===== src/rtl/apb_regfile_slave.sv =====
// rtl/apb_regfile_slave.sv - parametrised APB4 register bank slave with wait states, strobes and write masks
//
// Ports:
//   clk      : clock, all logic on the rising edge
//   rst      : asynchronous active-low reset
//   psel     : slave select
//   penable  : access phase
//   pwrite   : 1 = write, 0 = read
//   paddr    : byte address
//   pwdata   : write data
//   pstrb    : byte write strobes
//   prdata   : read data, non-zero only on a completing read hit
//   pready   : transfer complete
//   pslverr  : transfer error (unmapped or misaligned), qualified by pready
//   reg_q    : flat export of all registers, reg i at [i*DATA_WIDTH +: DATA_WIDTH]

module apb_regfile_slave #(
    parameter int                             DATA_WIDTH  = 32,
    parameter int                             ADDR_WIDTH  = 32,
    parameter int                             NUM_REGS    = 4,
    parameter logic [ADDR_WIDTH-1:0]          BASE_ADDR   = 'h10,
    parameter int                             WAIT_CYCLES = 0,
    parameter logic [NUM_REGS*DATA_WIDTH-1:0] WMASK       = '1
) (
    input  logic                           clk,
    input  logic                           rst,
    input  logic                           psel,
    input  logic                           penable,
    input  logic                           pwrite,
    input  logic [ADDR_WIDTH-1:0]          paddr,
    input  logic [DATA_WIDTH-1:0]          pwdata,
    input  logic [DATA_WIDTH/8-1:0]        pstrb,
    output logic [DATA_WIDTH-1:0]          prdata,
    output logic                           pready,
    output logic                           pslverr,
    output logic [NUM_REGS*DATA_WIDTH-1:0] reg_q
);

    localparam int                    BYTES      = DATA_WIDTH / 8;
    localparam int                    SHIFT      = $clog2(BYTES);
    localparam logic [ADDR_WIDTH-1:0] ALIGN_MASK = ADDR_WIDTH'(BYTES - 1);
    localparam logic [3:0]            WAIT_LAST  = 4'(WAIT_CYCLES);

    typedef enum logic {
        IDLE,
        ACCESS
    } state_t;

    state_t          state;
    state_t          state_n;
    logic [3:0]      wcnt;
    logic [3:0]      wcnt_n;
    logic            done;

    // Address decode
    logic [ADDR_WIDTH-1:0] off;
    logic [ADDR_WIDTH-1:0] word;
    logic                  hit;

    assign off  = paddr - BASE_ADDR;
    assign word = off >> SHIFT;
    assign hit  = (paddr >= BASE_ADDR) && ((off & ALIGN_MASK) == '0) &&
                  (word < ADDR_WIDTH'(NUM_REGS));

    // FSM state register
    always_ff @(posedge clk or negedge rst) begin
        if (!rst) begin
            state <= IDLE;
            wcnt  <= '0;
        end else begin
            state <= state_n;
            wcnt  <= wcnt_n;
        end
    end

    // FSM next state; done marks the completing access cycle
    always_comb begin
        state_n = state;
        wcnt_n  = wcnt;
        done    = 1'b0;
        case (state)
            IDLE: begin
                // penable without a preceding setup phase is ignored
                if (psel && !penable) begin
                    state_n = ACCESS;
                    wcnt_n  = '0;
                end
            end
            ACCESS: begin
                if (!psel) begin
                    state_n = IDLE;
                end else if (!penable) begin
                    // a fresh setup phase restarts the wait count
                    wcnt_n = '0;
                end else if (wcnt == WAIT_LAST) begin
                    done    = 1'b1;
                    state_n = IDLE;
                end else begin
                    wcnt_n = wcnt + 4'd1;
                end
            end
            default: begin
                state_n = IDLE;
            end
        endcase
    end

    logic wr_commit;
    logic rd_hit;

    assign wr_commit = done && pwrite && hit;
    assign rd_hit    = done && !pwrite && hit;

    assign pready  = done;
    assign pslverr = done && !hit;

    // Byte strobes expanded to a per-bit enable
    logic [DATA_WIDTH-1:0] byte_en;

    always_comb begin
        byte_en = '0;
        for (int b = 0; b < BYTES; b++) begin
            byte_en[b*8 +: 8] = {8{pstrb[b]}};
        end
    end

    for (genvar i = 0; i < NUM_REGS; i++) begin : g_reg
        logic [DATA_WIDTH-1:0] q;
        logic [DATA_WIDTH-1:0] bit_en;

        assign bit_en = byte_en & WMASK[i*DATA_WIDTH +: DATA_WIDTH];

        always_ff @(posedge clk or negedge rst) begin
            if (!rst) begin
                q <= '0;
            end else if (wr_commit && (word == ADDR_WIDTH'(i))) begin
                q <= (q & ~bit_en) | (pwdata & bit_en);
            end
        end

        assign reg_q[i*DATA_WIDTH +: DATA_WIDTH] = q;
    end

    // Read mux; zero unless a read hit is completing
    always_comb begin
        prdata = '0;
        for (int i = 0; i < NUM_REGS; i++) begin
            if (rd_hit && (word == ADDR_WIDTH'(i))) begin
                prdata = reg_q[i*DATA_WIDTH +: DATA_WIDTH];
            end
        end
    end

endmodule


===== config.mk =====
export PLATFORM = sky130hd
export DESIGN_NAME = apb_regfile_slave
export DESIGN_NICKNAME = d
export VERILOG_FILES = /design/src/rtl/apb_regfile_slave.sv
export SDC_FILE = /design/constraint.sdc
export NUM_CORES = 1
export LEC_CHECK = 0
export BUFFER_PORTS_ARGS = -buffer_cell sky130_fd_sc_hd__buf_2
export CAP_MARGIN = 20
export CELL_PAD_IN_SITES_DETAIL_PLACEMENT = 1
export CELL_PAD_IN_SITES_GLOBAL_PLACEMENT = 2
export CORE_UTILIZATION = 30
export DETAILED_ROUTE_END_ITERATION = 10
export GPL_TIMING_DRIVEN = 0
export PLACE_DENSITY_LB_ADDON = 0.1
export SYNTH_ARGS = -nofsm -noshare
export SYNTH_HDL_FRONTEND = slang
export SYNTH_SLANG_ARGS = --single-unit

===== constraint.sdc =====
create_clock -name clk -period 2.48 [get_ports clk]
set_input_delay 0.248 -clock clk [delete_from_list [all_inputs] [get_ports clk]]
set_output_delay 0.248 -clock clk [all_outputs]
set_load 0.02 [all_outputs]

# == After elaboration in Yosys (flattened, before gate mapping) ==
# Cells that the tools add are included.
# op_classes
div,0
magnitude_cmp,2
muxes,18
n_mul,0
shifts,0
reduce_logical,23
addsub,2
n_eq_ne,6
bitwise_logic,11
# ops
cell,count
$and A32 B32 Y32,5
$mux W32,4
$or A32 B32 Y32,4
$logic_not A32 Y1,2
$eq A30 B2 Y1 const B,2
$ge A32 B5 Y1 const B,1
$not A32 Y32,1
$sub A32 B5 Y32 const B,1
$eq A30 B1 Y1 const B,1
$lt A30 B3 Y1 const B,1
$logic_and A1 B1 Y1,16
$mux W4,4
$mux W1,8
$pmux W4 S2,1
$add A4 B1 Y4 const B,1
$logic_not A4 Y1,1
$ne A2 B2 Y1 const B,2
$logic_not A1 Y1,3
$ne A3 B3 Y1 const B,1
$reduce_and A3 Y1,1
$pmux W1 S2,1
$not A1 Y1,1
# totals
inputBits,73
n_memories,0
out_inout_bits,162
wordCells,68
mem_bits_ro,0
ram_bits,0
latchBits,0
ff_bits,133

# == Logic depth before layout (Yosys ltp) ==
# depth
word_depth,12
ltp_mapped,9
mapped_depth_nobuf,8

# == Worst setup path before layout ==
# Ideal clock, no wire load.
# synth_path
path_type,register to register
from,register wcnt[0]
to,register with a tool-made name
setup_ns,0.125
t_arrival_ns,2.341
stages_incl_launch_ff,9
slack_ns,0.014
synth_period_minus_slack_ns,2.466
t_required_ns,2.355
n_path_buf,0
path_cell_list,dfrtp_1 > inv_1 > ha_1 > nor3b_1 > nand4_1 > nor2_1 > nand4_1 > nor3_2 > mux2_2
# synth_lines
element,line_no,source
from (decl),51,logic [3:0] wcnt;
from (signal assigned),72,wcnt <= wcnt_n;

# == Final worst setup path ==
# layout_path
from,input port paddr[31]
to,output port prdata[11]
# layout_via
elab_chain_len,9
word_cells_on_any_way,18
classes_between,add/sub: 1; order compare: 2; eq/ne: 3; mux: 4; reduce/logical: 8
# layout_lines
element,line_no,source
from (decl),30,"input logic [ADDR_WIDTH-1:0] paddr,"
$sub A32 B5 Y32 / $ge A32 B5 Y1 (equally long branches),"60, 62",
$lt A30 B3 Y1 / $logic_and A1 B1 Y1 (equally long branches),"63, 62",
$logic_and A1 B1 Y1,62,assign hit = (paddr >= BASE_ADDR) && ((off & ALIGN_MASK) == '0) &&
$logic_and A1 B1 Y1,112,assign rd_hit = done && !pwrite && hit;
$logic_and A1 B1 Y1,148,if (rd_hit && (word == ADDR_WIDTH'(i))) begin
$mux W32 (3 in a row),148,
$mux W32 *,148,
to (decl),33,"output logic [DATA_WIDTH-1:0] prdata,"
# Mark *: on every way between the ends. The rest lies on a longest branch, timed or not.

==> results.toml <==
[sta]
worst_slew_pin_slew_ns = 0.7780
hold_viol_final = 0
period_share = 1.033
fin_ws_ns = -0.08182
rsz0062_at_grt = "true"
slew_violations = 0
finalSetupViolCount = 30
maxSlewHeadroom = 0.4813
fin_crit_ns = 2.562
fmax_ghz = 0.3903
hold_ws_ns = 0.1082
fin_skew_ns = 0.008940

[cts]
clk_latency_ns = 0.41
cts_root_buffer = "clkbuf_16"
cts_tree = "yes"
cts-htree-levels = 4
cts_made_buffers = 17
cts.sinks = 133
clk_path_buf_depth = 2
clk_pin_slew_ns = 0.06

[route]
vias_per_cell = 4.899
finalWirelength_um = 20920
wl_per_cell_um = 20.92
first_pass_iters = 4
ant_nets = 0
drc = 0
first_iter_violations = 117
vias = 4899

[placement]
gp_congestion = 0.7644
post-place-ws_ns = -0.7942
dpl.hpwl_um = 14470
place_area_sq_um = 8046
portBuffers = 232

[setup_path]
critPathRequiredTime_ns = 2.23
cp_cell_sequence = "buf_2, or4_1, nor3_2, and4_1, nand4_1, buf_6, clkbuf_16, nor2b_1, buf_4"
worstPathArrival_ns = 2.31
critPathMaxFanout = 8
critPathCaptureType = "output port"
cpMaxStageDelayCell = "or4_1"
path_delay_family = "simple AND/OR/NAND/NOR gates"
critPathBufInv = 4
critPathMaxStageDelay_ns = 0.54
start_kind = "input pin"
critPathKind = "in -> out"

[run]
maxCapViolCount = 0

[synth]
synth_common_cells = "133 x dfrtp_1, 121 x mux2_2, 33 x nor2b_1, 32 x mux4_2, 14 x nor3_4"
synth_top_area_frac = 0.5114
syn_avg_cell_area_sq_um = 15.20
ys_warn_count = 0
synth.distinct_cells = 40
yosysTopAreaCell = "dfrtp_1"
synth-seq-area-share = 0.5114
ys_ff_latch = 133
synth_area_leaders = "dfrtp_1 51%, mux2_2 21%, mux4_2 11%"
synth_nets = 503
yosysMostFrequentCell = "dfrtp_1"
synth_cells = 428
synth_top_flop_cell = "dfrtp_1"
async_reset_ff_frac = 1.000
synth_area_sq_um = 6507
synth-edff-count = 0

[floorplanning]
rows = 53
die_area_sq_um = 22280
pin_count = 235
die_w_um = 149.3
die_h_um = 149.3
initial_core_util = 0.3076
coreArea_sq_um = 21150

[cells_and_area]
syn_to_final_growth_pct = 47.82
seqCellArea_sq_um = 3328
final_nets = 787
fillers = 2232
postLayoutCellArea_sq_um = 9619
multi_input_area_sq_um = 3336
antennaDiodeCount = 0
final_util = 0.4547
drive_gt1_frac = 0.7103

[power_and_ir_drop]
power_leakage_nw = 5.007
power_density_nw_per_um2 = 550.7
worst_ir_drop_vdd_mv = 0.3475
p_total_mw = 5.298

[global_route]
grt_util_all_layers = 0.1918
grt_max_degree = 79
first_global_vias = 5340
gr-total-overflow = 0
grt_pass1_wl_um = 31660
antenna_found_initial = 0

[worst_hold_path]
hp-class = "in -> reg"

[status]
status = "finished with violations"
violations = "negative setup slack"
## stage by stage
step	TNS, ns	cells
floorplan	0	428
global placement	-161.13	935
detailed placement	-76.96	936
CTS	-1.566	992
global route	-10.25	1000
finish	-1.290	1000
## where the power goes
part / total, mW / internal (mW) / switching (mW) / leakage, nW
sequential: 2.19 / 2.18 / 0.0132 / 1.86
combinational: 0.289 / 0.118 / 0.171 / 2.84
clock: 2.82 / 1.80 / 1.01 / 0.314
## repair_timing
action	CTS	global route
setup endpoints to repair	160	99
gates resized for setup	74	52
cloned	0	3
pin swaps	21	14
hold endpoints to repair	55	0
buffers inserted	23	5
hold buffers	1	0
## kinds of logic after synthesis
kind of cell / synth area share
muxes: 0.3386
DFF: 0.5114
and+or+nand+nor: 0.1159
buffers and inverters: 0.01634
AOI/OAI and AO/OA: 0.01384
adders and majority gates: 0.003845
## cell type report
cell class | instances | share of cell area
Clock buffer | 19 | 0.04501
Sequential cell | 133 | 0.3460
Timing Repair Buffer | 265 | 0.1860
Tap cell | 275 | 0.03577
Multi-Input combinational cell | 274 | 0.3468
Buffer | 14 | 0.01535
Inverter | 7 | 0.002732
Clock inverter | 13 | 0.02237
## layout by cell type (no fill, tap or decap), types with 2 or more instances in the layout
| master | count |
|---|---|
| clkbuf_16 | 20 |
| nor2b_1 | 12 |
| and4_1 | 2 |
| mux2_4 | 30 |
| nor3_4 | 16 |
| nor2b_4 | 15 |
| nand4_1 | 7 |
| buf_4 | 29 |
| nor3_1 | 6 |
| nor2_2 | 2 |
| mux4_2 | 32 |
| nor2_4 | 2 |
| nand3_1 | 7 |
| bufinv_16 | 5 |
| inv_1 | 6 |
| nand2_1 | 6 |
| a22o_1 | 2 |
| buf_6 | 21 |
| nor2b_2 | 6 |
| clkbuf_2 | 3 |
| buf_2 | 199 |
| clkbuf_1 | 6 |
| mux2_2 | 99 |
| inv_6 | 6 |
| buf_12 | 17 |
| ha_1 | 2 |
| nor2_1 | 6 |
| o21ai_0 | 3 |
| dfrtp_1 | 133 |
## per-layer routing
| layer | wire length, um | track usage | vias up |
|---|---|---|---|
| li1 | - | - | 2180 |
| met1 | 8840 | 0.2402 | 2562 |
| met2 | 10750 | 0.3247 | 147 |
| met5 | 0 | 0 | - |
| met4 | 146 | 0.05051 | 0 |
| met3 | 1186 | 0.05260 | 10 |
## worst reg2reg max path, cell delays in order, from the launching register on
cell and delay, ns:
dfrtp_1 0.39, inv_1 0.06, ha_1 0.14, nor3b_4 0.18
nand4_1 0.12, buf_6 0.15, buf_4 0.15, nor2_2 0.11
nand4_1 0.11, buf_6 0.18, nor3_4 0.20, buf_12 0.18
mux2_2 0.34
## path summary, 6_finish.rpt
path | start | end | slack (ns) | cells after the start
max reg2reg | wcnt[0] | flip-flop | 0.06 | 12
min reg2reg | flip-flop | flip-flop | 0.52 | 1
max | paddr[31] | prdata[11] | -0.08 | 9
max in group asynchronous | rst | async pin | 1.30 | 3
min in group asynchronous | rst | wcnt[0] | 0.37 | 2
min | pwdata[5] | flip-flop | 0.11 | 2
No activity file was read; power rests on OpenSTA's default activity.
